$ cat src/rtl/pipe_hazard_ctrl.sv
// Stall/flush sequencer for the 5-stage pipeline: load-use, taken branch, fetch miss, data-memory freeze.
// Optional build macro PIPE_HAZARD_PERF_EN adds saturating stall_cnt / flush_cnt outputs.
module pipe_hazard_ctrl #(
  parameter int REG_ADDR_W = 5,
  parameter int MAX_FREEZE = 64,
  parameter int CNT_W      = 16
) (
  input  logic                  clk,
  input  logic                  rst,
  input  logic [REG_ADDR_W-1:0] id_rs,
  input  logic [REG_ADDR_W-1:0] id_rt,
  input  logic                  id_uses_rs,
  input  logic                  id_uses_rt,
  input  logic                  ex_is_load,
  input  logic [REG_ADDR_W-1:0] ex_rd,
  input  logic                  ex_branch_taken,
  input  logic                  imem_busy,
  input  logic                  dmem_busy,
  output logic                  pc_hold,
  output logic                  ifid_hold,
  output logic                  ifid_kill,
  output logic                  idex_hold,
  output logic                  idex_kill,
  output logic                  exmem_hold,
  output logic                  exmem_kill,
  output logic                  memwb_hold,
  output logic                  memwb_kill,
  output logic                  freeze_timeout
`ifdef PIPE_HAZARD_PERF_EN
  ,
  output logic [CNT_W-1:0]      stall_cnt,
  output logic [CNT_W-1:0]      flush_cnt
`endif
);

  // state  | meaning
  // RUN    | pipeline advancing, hazards resolved by bubbles/flushes
  // FREEZE | data memory busy, every stage held
  typedef enum logic {RUN, FREEZE} state_t;

  localparam logic [CNT_W-1:0] CNT_MAX   = '1;
  localparam logic [CNT_W-1:0] FRZ_LIMIT = CNT_W'(MAX_FREEZE - 1);

  state_t           fsm_q, fsm_d;
  logic             pend_flush_q, pend_flush_d;
  logic [CNT_W-1:0] frz_cnt_q, frz_cnt_d;
  logic             timeout_q, timeout_d;

  logic load_use;
  logic flush_req;
  logic frz_c, flush_c, lu_c, im_c;
  logic timeout_hit;

  assign load_use = ex_is_load && (ex_rd != '0) &&
                    ((id_uses_rs && (id_rs == ex_rd)) || (id_uses_rt && (id_rt == ex_rd)));
  assign flush_req = ex_branch_taken | pend_flush_q;

  // Priority chain: memory freeze, flush, load-use bubble, fetch miss.
  assign frz_c   = dmem_busy;
  assign flush_c = !dmem_busy && flush_req;
  assign lu_c    = !dmem_busy && !flush_req && load_use;
  assign im_c    = !dmem_busy && !flush_req && !load_use && imem_busy;

  assign timeout_hit = dmem_busy && (frz_cnt_q >= FRZ_LIMIT);

  always_comb begin
    pc_hold    = 1'b0;
    ifid_hold  = 1'b0;
    ifid_kill  = 1'b0;
    idex_hold  = 1'b0;
    idex_kill  = 1'b0;
    exmem_hold = 1'b0;
    exmem_kill = 1'b0;
    memwb_hold = 1'b0;
    memwb_kill = 1'b0;
    if (rst) begin
      pc_hold    = 1'b1;
      ifid_kill  = 1'b1;
      idex_kill  = 1'b1;
      exmem_kill = 1'b1;
      memwb_kill = 1'b1;
    end else if (frz_c) begin
      pc_hold    = 1'b1;
      ifid_hold  = 1'b1;
      idex_hold  = 1'b1;
      exmem_hold = 1'b1;
      memwb_hold = 1'b1;
    end else if (flush_c) begin
      ifid_kill  = 1'b1;
      idex_kill  = 1'b1;
    end else if (lu_c) begin
      pc_hold    = 1'b1;
      ifid_hold  = 1'b1;
      idex_kill  = 1'b1;
    end else if (im_c) begin
      pc_hold    = 1'b1;
      ifid_kill  = 1'b1;
    end
  end

  assign freeze_timeout = !rst && (timeout_q || timeout_hit);

  always_comb begin
    fsm_d        = fsm_q;
    pend_flush_d = pend_flush_q;
    frz_cnt_d    = frz_cnt_q;
    timeout_d    = timeout_q || timeout_hit;
    if (dmem_busy) begin
      fsm_d = FREEZE;
      // A branch resolved while EX is frozen must be replayed on exit.
      if (ex_branch_taken) pend_flush_d = 1'b1;
      if (frz_cnt_q != CNT_MAX) frz_cnt_d = frz_cnt_q + CNT_W'(1);
    end else begin
      if (fsm_q == FREEZE) begin
        fsm_d     = RUN;
        frz_cnt_d = '0;
      end
      if (flush_c) pend_flush_d = 1'b0;
    end
  end

  always_ff @(posedge clk) begin
    if (rst) begin
      fsm_q        <= RUN;
      pend_flush_q <= 1'b0;
      frz_cnt_q    <= '0;
      timeout_q    <= 1'b0;
    end else begin
      fsm_q        <= fsm_d;
      pend_flush_q <= pend_flush_d;
      frz_cnt_q    <= frz_cnt_d;
      timeout_q    <= timeout_d;
    end
  end

`ifdef PIPE_HAZARD_PERF_EN
  logic [CNT_W-1:0] stall_cnt_q, flush_cnt_q;

  always_ff @(posedge clk) begin
    if (rst) begin
      stall_cnt_q <= '0;
      flush_cnt_q <= '0;
    end else begin
      if (pc_hold && (stall_cnt_q != CNT_MAX)) stall_cnt_q <= stall_cnt_q + CNT_W'(1);
      if (flush_c && (flush_cnt_q != CNT_MAX)) flush_cnt_q <= flush_cnt_q + CNT_W'(1);
    end
  end

  assign stall_cnt = stall_cnt_q;
  assign flush_cnt = flush_cnt_q;
`endif

endmodule

$ cat config.mk
export PLATFORM = sky130hd
export DESIGN_NAME = pipe_hazard_ctrl
export DESIGN_NICKNAME = d
export VERILOG_FILES = /design/src/rtl/pipe_hazard_ctrl.sv
export SDC_FILE = /design/constraint.sdc
export NUM_CORES = 1
export LEC_CHECK = 0
export CORE_MARGIN = 4
export CORE_UTILIZATION = 47
export CTS_CLUSTER_DIAMETER = 60
export DETAILED_ROUTE_END_ITERATION = 10
export PLACE_DENSITY_LB_ADDON = 0.2
export SLEW_MARGIN = 20
export SYNTH_ARGS = -nofsm -noshare
export SYNTH_HDL_FRONTEND = slang
export SYNTH_SLANG_ARGS = --single-unit
$ cat constraint.sdc
create_clock -name clk -period 2.17 [get_ports clk]
set_input_delay 0.434 -clock clk [delete_from_list [all_inputs] [get_ports clk]]
set_output_delay 0.434 -clock clk [all_outputs]
set_load 0.005 [all_outputs]
==> results by group, run 1 <==
Worst setup path
  • WP data required: 1740 ps
  • Crit start category: flip-flop
  • Crit path DAT: 1770 ps
  • R2R Path Start: frz_cnt_q[0]
  • Worst Setup End Kind: output port
  • Reg2reg end: frz_cnt_q[6]
  • Worst Reg-to-Reg Cells: 6
  • Worst Setup SP: frz_cnt_q[14]
  • Worst setup path endpoint: freeze_timeout
  • Max Fanout on Critical Path: 2
  • R2r setup slk: 380 ps
  • Crit Path Class: flip-flop to output port

Floorplanning
  • Io pins: 33
  • Std cell rows: 17
  • Core region area: 2297 um^2
  • Initial cell density of the core: 0.5114
  • DIE AREA: 3363 um^2
  • Die X: 58.00 um
  • Die height: 58.00 um

Cells and area
  • Fillers: 184
  • Post-route cell area: 1712 um^2
  • Footprint of the multi-input gates: 777.0 um^2
  • Register Area: 382.9 um^2
  • Syn-to-layout area delta: 45.69%
  • Share of cells above drive strength 1: 0.3100
  • Number of diodes: 0
  • Fin nets: 225

Clocking
  • Clk sink count: 19
  • CTS tree: built
  • Reg clk slew, reported paths: 120 ps
  • CTS Hold Bufs: 0
  • Clock latency at the later pin of the worst-skew pair: 310 ps
  • Max Root-Sink Buffers: 2
  • CTS Root Cell: clkbuf_4
  • CTS buffer count: 3
  • H-tree depth: 1

Logic synthesis
  • Dominant cell type by area after synthesis: dfxtp_1
  • Syn Area/Cell: 8.103 um^2
  • EDFF count, synth: 0
  • Post-synth top cells: dfxtp_1 (19), nor2_1 (19), xnor2_1 (17)
  • Area contributors post-synth: dfxtp_1 (32%), xnor2_1 (13%), nor2_1 (6.1%), nand2_1 (4.5%), nand4_1 (3.2%)
  • Flops & latches, synth: 19
  • Cells after Synth: 145
  • Post-synth top area share: 0.3237
  • Synthesis Warnings: 0
  • Post-Synthesis Cell Area: 1175 um^2
  • Main synth FF type: dfxtp_1
  • Sequential cell area fraction in the yosys report: 0.3237
  • Async S/R FF share, synth: 0
  • Distinct cells, synth: 41
  • Syn_nets: 169

Power
  • PwrDens: 401.4 nW/um^2
  • Clock share of power: 0.273
  • Static leakage: 0.7065 nW
  • P_sw: 0.1809 mW
  • Max VDD drop: 0.3233 mV
  • P_int: 0.5062 mW
  • Register share of total power: 0.519
  • Comb power frac: 0.208
  • Switching portion of total power: 0.2633

Place
  • Worst slack, placed: -678.6 ps
  • Port buffer count: 32
  • Gpl congestion: 0.8936
  • HPWL after detailed placement: 2.499 mm
  • Placed Area: 1662 um^2

Status
  • Status: finished with violations
  • Failing checks: setup timing

Global routing
  • First-pass GRT wire length: 5.388 mm
  • Largest net degree at the start of global routing: 12
  • Top Usage Layer GRT: met2
  • Grt met1 use: 0.2311
  • Vias in the first global route: 1310
  • Routing usage on met3: 0.05791
  • Initial antenna violation count: 0
  • All-Layer GR Usage: 0.2019
  • Overflow after GRT: 0
  • Met2 usage: 0.3516

Routing
  • DRT antenna net count: 0
  • DR vias/cell: 5.561
  • DR iter-0 viols: 40
  • Wire length per cell: 14.06 um
  • First-pass iteration count of the detailed router: 4
  • Residual DRC: 0
  • Via count: 1268
  • Final WL: 3.206 mm

Timing
  • Slew HR: 0.6644
  • Fin crit share: 1.017
  • Pins Over Slew Limit: 0
  • Minimum clock period: 2206 ps
  • Worst Skew: 6.538 ps
  • Worst setup margin: -36.35 ps
  • Hold_ws: 488.5 ps
  • Sum of negative setup slack: -39.01 ps
  • RSZ-0062 raised after global routing: true
  • Worst-Margin Slew: 496.4 ps
  • Final number of setup-violating endpoints: 2
  • Fin. Hold Viols: 0
  • Fmax: 0.4532 GHz

Job
  • Max Cap Viol: 0

Min path
  • Worst hold path type: flip-flop to flip-flop
==> sequential cells by signal, summed over array words and instances (netlist names) <==
name          cells
frz_cnt_q        16
pend_flush_q      1
fsm_q             1
timeout_q         1
==> worst min path at each step <==
stage                     startpoint        end  slack, ps  cells after the start
after CTS                  timeout_q  timeout_q        490                      2
after global routing             rst  timeout_q        520                      3
after detailed placement   timeout_q  timeout_q        460                      2
after floorplan            timeout_q  timeout_q        420                      2
final                      timeout_q  timeout_q        490                      2
after global placement     timeout_q  timeout_q        430                      2
==> layout by cell type, fill, tap and decap left out, types with 3 or more instances in the layout <==
cell	count
buf_4	25
nor2_1	19
dfxtp_1	17
xnor2_1	15
dlygate4sd2_1	14
nand2_1	12
clkdlybuf4s50_1	7
nand4_1	6
buf_2	6
nand3_1	5
o21ai_0	5
nor3_1	5
nor4_1	4
inv_1	4
nand2_2	3
a21oi_1	3
clkbuf_4	3
buf_6	3
==> cell type report <==
class,count,area share
clock buffer,3,0.01316
clock inverter,1,0.002924
inverter,4,0.008772
multi-input combinational,115,0.4539
sequential,19,0.2237
tap,28,0.02047
timing repair buffer,58,0.2770
==> critical path, cell delays in order, from the launching register on <==
cell and delay, ps:
dfxtp_2 340, or4_4 530, nor3_2 110, nand3_1 110
a21oi_2 180, nor2_1 70, buf_2 130
==> cells by family after synthesis <==
group / after synthesis / synth area share
AO/OA/AOI/OAI: 24 / 0.1480
AND/OR/NAND/NOR: 73 / 0.3301
adder cells (fa/ha/maj): 1 / 0.01065
buffers and inverters: 11 / 0.06070
flip-flops: 19 / 0.3237
XOR/XNOR: 17 / 0.1267
==> through the flow <==
step / util / instances / power [mW]
after floorplan: - / 145 / 0.4246
after global placement: 0.7233 / 223 / 0.5102
after detailed placement: 0.7233 / 223 / 0.5134
after CTS: 0.7244 / 227 / 0.6833
after global routing: 0.7451 / 228 / 0.7212
final: 0.7451 / 228 / 0.6871
==> power by group through the flow <==
stage	sequential, mW	combinational (mW)	clock [mW]
after floorplan	0.365	0.0601	0
after global placement	0.364	0.146	0
after detailed placement	0.364	0.149	0
after CTS	0.357	0.134	0.192
after global routing	0.358	0.154	0.210
final	0.357	0.143	0.188
==> what timing repair did <==
item                       CTS  global route
buffers inserted             0             1
cloned                       0             0
pin swaps                   20            11
setup endpoints to repair    8             4
gates resized for setup     50            17
==> routing by layer <==
metal,up-vias,share of wire,wire (um)
li1,629,-,-
met1,591,0.44,1395
met2,41,0.49,1577
met3,7,0.056,180
met4,0,0.017,53
met5,-,0,0
(Power assumes the default switching activity.)
==> inputs of run 2 (changes only) <==
--- a/config.mk
+++ b/config.mk
@@ -10,6 +10,7 @@
 export CTS_CLUSTER_DIAMETER = 60
 export DETAILED_ROUTE_END_ITERATION = 10
 export PLACE_DENSITY_LB_ADDON = 0.2
+export SETUP_SLACK_MARGIN = 0.4
 export SLEW_MARGIN = 20
 export SYNTH_ARGS = -nofsm -noshare
 export SYNTH_HDL_FRONTEND = slang
==> results by group, run 2 (same netlist as run 1, synthesis figures left out) <==
Status
  • Status: finished with violations (unchanged)
  • Failing checks: setup timing (unchanged)

Place
  • Gpl congestion: 0.9080 (was 0.8936)
  • Cell count after placement: 224 (was 223)
  • HPWL after detailed placement: 2.578 mm (was 2.499 mm)
  • Worst slack, placed: -683.8 ps (was -678.6 ps)
  • Port buffer count: 32 (unchanged)

Global routing
  • Vias in the first global route: 1325 (was 1310)
  • Initial antenna violation count: 0 (unchanged)
  • First-pass GRT wire length: 5.927 mm (was 5.388 mm)
  • Largest net degree at the start of global routing: 13 (was 12)
  • All-Layer GR Usage: 0.2269 (was 0.2019)
  • Overflow after GRT: 0 (unchanged)

Worst setup path
  • R2r setup slk: 390 ps (was 380 ps)
  • Crit-path cells: or4_4 > nor3_2 > nand3_1 > a21oi_2 > nor2_1 > buf_2 (unchanged)
  • Crit path DAT: 1820 ps (was 1770 ps)
  • CP max-delay cell: or4_4 (unchanged)
  • CP max stage delay: 540 ps (was 530 ps)
  • R2R Path Start: frz_cnt_q[0] (unchanged)
  • Worst Setup End Kind: output port (unchanged)
  • Crit start category: flip-flop (unchanged)
  • Crit Path Class: flip-flop to output port (unchanged)
  • Max Fanout on Critical Path: 2 (unchanged)
  • Worst Reg-to-Reg Cells: 7 (was 6)
  • WP data required: 1740 ps (about the same)
  • Reg2reg end: frz_cnt_q[6] (unchanged)

Clocking
  • H-tree depth: 1 (unchanged)
  • Max Root-Sink Buffers: 2 (unchanged)
  • CTS Root Cell: clkbuf_4 (unchanged)
  • Reg clk slew, reported paths: 100 ps (was 120 ps)
  • Clk sink count: 19 (unchanged)
  • Clock latency at the later pin of the worst-skew pair: 310 ps (about the same)
  • CTS Hold Bufs: 0 (unchanged)
  • CTS buffer count: 3 (unchanged)
  • CTS tree: built (unchanged)

Routing
  • Residual DRC: 0 (unchanged)
  • Final WL: 3.763 mm (was 3.206 mm)
  • Wire length per cell: 15.81 um (was 14.06 um)
  • Met2 WL: 2.104 mm (was 1.577 mm)
  • Highest routed layer: met4 (unchanged)
  • DR iter-0 viols: 44 (was 40)
  • WL met1: 1.469 mm (was 1.395 mm)
  • DR vias/cell: 5.571 (was 5.561)
  • Via count: 1326 (was 1268)
  • DRT antenna net count: 0 (unchanged)
  • WL met3: 154 um (was 180 um)
  • First-pass iteration count of the detailed router: 6 (was 4)

Cells and area
  • Number of diodes: 0 (unchanged)
  • Most frequent cells in the layout: buf_4 (32), nor2_1 (19), xnor2_1 (16) (was buf_4 (25), nor2_1 (19), dfxtp_1 (17))
  • Most common cell after layout, fill and taps aside: buf_4 (unchanged)
  • Post-Route Utilization: 0.8099 (was 0.7451)
  • Max reg flops: 16 (unchanged)
  • Fin nets: 235 (was 225)
  • Share of cells above drive strength 1: 0.4286 (was 0.3100)
  • Final std cells w/o fill: 238 (was 228)
  • Syn-to-layout area delta: 58.36% (was 45.69%)
  • Top reg by flops: frz_cnt_q (unchanged)

Timing
  • Worst-Margin Slew: 364.3 ps (was 496.4 ps)
  • Fin. Hold Viols: 0 (unchanged)
  • Pins Over Slew Limit: 0 (unchanged)
  • Fin crit share: 1.038 (was 1.017)
  • Worst Skew: 7.762 ps (was 6.538 ps)
  • Final number of setup-violating endpoints: 3 (was 2)
  • RSZ-0062 raised after global routing: true (unchanged)
  • Worst setup margin: -83.21 ps (was -36.35 ps)
  • Fmax: 0.4438 GHz (was 0.4532 GHz)
  • Slew HR: 0.7549 (was 0.6644)
  • Minimum clock period: 2253 ps (was 2206 ps)

Floorplanning
  • Core region area: 2297 um^2 (unchanged)
  • Io pins: 33 (unchanged)
  • Std cell rows: 17 (unchanged)
  • Die height: 58.00 um (unchanged)
  • Initial cell density of the core: 0.5114 (unchanged)
  • DIE AREA: 3363 um^2 (unchanged)
  • Die X: 58.00 um (unchanged)

Min path
  • Hold Path End: frz_cnt_q[6] (was timeout_q)
  • Worst hold path type: flip-flop to flip-flop (unchanged)
  • Hold depth: 2 (unchanged)
  • Hold Crit Start: frz_cnt_q[6] (was timeout_q)

Job
  • Max Cap Viol: 0 (unchanged)

Power
  • Static leakage: 0.7616 nW (was 0.7065 nW)
  • PwrDens: 382.5 nW/um^2 (was 401.4 nW/um^2)
  • Max VDD drop: 0.4260 mV (was 0.3233 mV)
-- run 2: cell count changes in the layout (fill, tap and decap cells not counted), sizes merged --
cell           before  now
clkdlybuf4s15       0    9
dlymetal6s2s        2    0
clkbuf              4    3
buf                34   48
dlygate4sd2        14    8
clkdlybuf4s50       7    3
-- run 2: power by group --
group          total (mW)  internal [mW]  switching [mW]
combinational       0.169         0.0971          0.0716
sequential          0.358          0.354         0.00440
clock               0.184         0.0689           0.116
total               0.712          0.520           0.192
-- run 2: layer usage --
layer | vias up | GRT usage
met2 | 36 | 0.4177
met5 | - | 0
met3 | 5 | 0.04454
met1 | 631 | 0.2585
met4 | 0 | 0.07616
li1 | 654 | -
-- run 2: per-stage QoR --
step	power (mW)	TNS (ps)	instance area, um^2	hold slack [ps]
floorplan	0.4264	0	1181	424.0
global placement	0.5086	-2922	1675	485.9
detailed placement	0.5148	-3289	1675	492.1
CTS	0.6971	-84.38	1778	517.3
global route	0.7486	-295.3	1861	566.7
finish	0.7116	-129.7	1861	537.3
-- run 2: worst max-delay path: cells and delay by family (launching register included) --
family,cells,cell delay (ps)
compound gates,1,190
simple gates,4,860
buf+inv,1,120
flops,1,340
-- run 2: how the worst max path moves through the flow --
stage                           to     startpoint  slack, ps  depth (start not counted)
CTS                 freeze_timeout  frz_cnt_q[14]        -70                          6
global placement         idex_kill       ex_rd[1]       -630                          5
global route        freeze_timeout  frz_cnt_q[15]       -170                          6
detailed placement         pc_hold       ex_rd[1]       -680                          7
floorplan                idex_kill       ex_rd[1]        320                          3
finish              freeze_timeout  frz_cnt_q[14]        -80                          6
-- run 2: area by class of cell --
type | count | area [um^2]
Clock buffer | 3 | 22.52
Clock inverter | 1 | 5.005
Fill cell | 146 | 436.7
Inverter | 4 | 17.52
Multi-Input combinational cell | 115 | 830.8
Sequential cell | 19 | 390.4
Tap cell | 28 | 35.03
Timing Repair Buffer | 68 | 559.3
-- run 2: timing repair --
| item | 4_1_cts | 5_1_grt |
|---|---|---|
| resized for setup | 96 | 21 |
| endpoints found under the setup margin | 12 | 14 |
| pin swaps | 26 | 12 |
| setup buffers | 6 | 4 |
==> inputs of run 3 (changes only) <==
--- a/config.mk
+++ b/config.mk
@@ -6,9 +6,10 @@
 export NUM_CORES = 1
 export LEC_CHECK = 0
 export CORE_MARGIN = 4
-export CORE_UTILIZATION = 47
+export CORE_UTILIZATION = 66
 export CTS_CLUSTER_DIAMETER = 60
 export DETAILED_ROUTE_END_ITERATION = 10
+export DONT_BUFFER_PORTS = 1
 export PLACE_DENSITY_LB_ADDON = 0.2
 export SETUP_SLACK_MARGIN = 0.4
 export SLEW_MARGIN = 20
==> constraint.sdc (replaced) <==
create_clock -name clk -period 2.7 [get_ports clk]
set_input_delay 0.54 -clock clk [delete_from_list [all_inputs] [get_ports clk]]
set_output_delay 0.54 -clock clk [all_outputs]
set_load 0.005 [all_outputs]
==> results by group, run 3 (same netlist as run 1, synthesis figures left out) <==
Worst setup path
  • Worst Reg-to-Reg Cells: 6 (was 7)
  • WP data required: 2160 ps (was 1740 ps)
  • Crit Path Class: flip-flop to output port (unchanged)
  • Crit start category: flip-flop (unchanged)
  • Worst Path Buf+Inv: 0 (was 1)
  • Crit-path cells: or4_4 > nor3_2 > nand3_1 > a21oi_2 > nor2_1 (was or4_4 > nor3_2 > nand3_1 > a21oi_2 > nor2_1 > buf_2)
  • CP max-delay cell: or4_4 (unchanged)
  • Max Fanout on Critical Path: 5 (was 2)
  • Worst Setup End Kind: output port (unchanged)
  • CP Depth: 5 (was 6)
  • CP max stage delay: 550 ps (was 540 ps)
  • Crit path DAT: 1690 ps (was 1820 ps)
  • Delay-heaviest family, CP: simple AND/OR/NAND/NOR gates (unchanged)

Clocking
  • Max Root-Sink Buffers: 2 (unchanged)
  • H-tree depth: 1 (unchanged)
  • Post-CTS Setup Inserts: 0 (was 6)
  • CTS Root Cell: clkbuf_4 (unchanged)
  • Reg clk slew, reported paths: 100 ps (about the same)
  • CTS buffer count: 3 (unchanged)
  • Clk sink count: 19 (unchanged)
  • CTS tree: built (unchanged)
  • Clock latency at the later pin of the worst-skew pair: 290 ps (was 310 ps)

Global routing
  • Overflow after GRT: 0 (unchanged)
  • First-pass GRT wire length: 4.209 mm (was 5.927 mm)
  • Vias in the first global route: 962 (was 1325)
  • Initial antenna violation count: 0 (unchanged)
  • Largest net degree at the start of global routing: 15 (was 13)
  • All-Layer GR Usage: 0.2154 (was 0.2269)

Routing
  • Final WL: 2.591 mm (was 3.763 mm)
  • DR vias/cell: 6.265 (was 5.571)
  • Wire length per cell: 15.61 um (was 15.81 um)
  • DR iter-0 viols: 39 (was 44)
  • DRT antenna net count: 0 (unchanged)
  • First-pass iteration count of the detailed router: 4 (was 6)
  • Residual DRC: 0 (unchanged)
  • Via count: 1040 (was 1326)

Place
  • Cell count after placement: 162 (was 224)
  • Placed Area: 1149 um^2 (was 1675 um^2)
  • Gpl congestion: 0.9033 (was 0.9080)
  • HPWL after detailed placement: 1.955 mm (was 2.578 mm)
  • Port buffer count: 0 (was 32)
  • Worst slack, placed: 521.0 ps (was -683.8 ps)

Power
  • PwrDens: 395.1 nW/um^2 (was 382.5 nW/um^2)
  • Static leakage: 0.3840 nW (was 0.7616 nW)
  • Max VDD drop: 0.2073 mV (was 0.4260 mV)
  • Total power: 0.4731 mW (was 0.7116 mW)

Min path
  • Hold depth: 1 (was 2)
  • Worst hold path type: input port to flip-flop (was flip-flop to flip-flop)

Timing
  • Worst-Margin Slew: 617.1 ps (was 364.3 ps)
  • Worst Skew: 1.076 ps (was 7.762 ps)
  • Sum of negative setup slack: 0 ps (was -129.7 ps)
  • Minimum clock period: 2230 ps
  • Fin. Hold Viols: 0 (unchanged)
  • Hold_ws: 307.5 ps (was 537.3 ps)
  • RSZ-0062 raised after global routing: false (was true)
  • Slew HR: 0.5854 (was 0.7549)
  • Final number of setup-violating endpoints: 0 (was 3)
  • Pins Over Slew Limit: 0 (unchanged)
  • Fmax: 0.4484 GHz
  • Worst setup margin: 469.7 ps (was -83.21 ps)
  • Fin crit share: 0.8260

Floorplanning
  • Std cell rows: 14 (was 17)
  • DIE AREA: 2519 um^2 (was 3363 um^2)
  • Die X: 50.19 um (was 58.00 um)
  • Initial cell density of the core: 0.7370 (was 0.5114)
  • Io pins: 33 (unchanged)
  • Core region area: 1594 um^2 (was 2297 um^2)
  • Die height: 50.19 um (was 58.00 um)

Cells and area
  • Fillers: 120 (was 146)
  • Post-Route Utilization: 0.7512 (was 0.8099)
  • Final std cells w/o fill: 166 (was 238)
  • Max reg flops: 16 (unchanged)
  • Most frequent cells in the layout: nor2_1 (19), xnor2_1 (17), dfxtp_1 (17) (was buf_4 (32), nor2_1 (19), xnor2_1 (16))
  • Fin nets: 167 (was 235)
  • Share of cells above drive strength 1: 0.1338 (was 0.4286)
  • Top reg by flops: frz_cnt_q (unchanged)
  • Most common cell after layout, fill and taps aside: nor2_1 (was buf_4)
  • Post-route cell area: 1197 um^2 (was 1861 um^2)
  • Syn-to-layout area delta: 1.917% (was 58.36%)
  • Number of diodes: 0 (unchanged)

Job
  • Max Cap Viol: 0 (unchanged)

Status
  • Status: finished, final reports clean (was finished with violations)
run 3: changes by cell type in the layout (fill, tap and decap cells not counted), sizes merged:
cell,before,now
buf,48,0
clkbuf,3,4
clkdlybuf4s15,9,0
clkdlybuf4s50,3,0
clkinv,1,0
dlygate4sd2,8,0
run 3: worst reg2reg max path: cells and delay by family, from the launching register on:
kind            cells  cell delay (ps)
flops               1              370
xor+xnor            1              180
compound gates      1              190
fa+ha+maj           1              210
simple gates        3              770
run 3: layout make-up:
cell class / count / area (um^2) / area share
sequential: 19 / 382.9 / 0.3197
tap: 24 / 30.03 / 0.02508
clock buffer: 4 / 26.28 / 0.02194
multi-input combinational: 115 / 743.2 / 0.6207
inverter: 4 / 15.01 / 0.01254
run 3: layer usage:
metal  vias to the layer above  share of wire  global-route usage
met5                         -              0                   0
met4                         0         0.0093             0.05991
met3                         6          0.083             0.06509
met2                        48           0.49              0.3652
met1                       471           0.41              0.2628
li1                        515              -                   -
run 3: power breakdown:
| group | internal (mW) | leakage (nW) | total, mW | switching, mW |
|---|---|---|---|---|
| Combinational | 0.0221 | 0.215 | 0.0457 | 0.0236 |
| Sequential | 0.285 | 0.155 | 0.288 | 0.00343 |
| Clock | 0.0575 | 0.0150 | 0.139 | 0.0819 |
run 3: path summary, 6_finish.rpt:
check        slack [ps]     startpoint              to
min                 310            rst       timeout_q
min reg2reg         480   frz_cnt_q[0]    frz_cnt_q[0]
max reg2reg         870   frz_cnt_q[0]    frz_cnt_q[5]
max                 470  frz_cnt_q[15]  freeze_timeout
run 3: what timing repair did:
item                       in CTS  in global routing
hold buffers                    0                  0
setup endpoints to repair       0                  1
gates resized for setup         0                  7
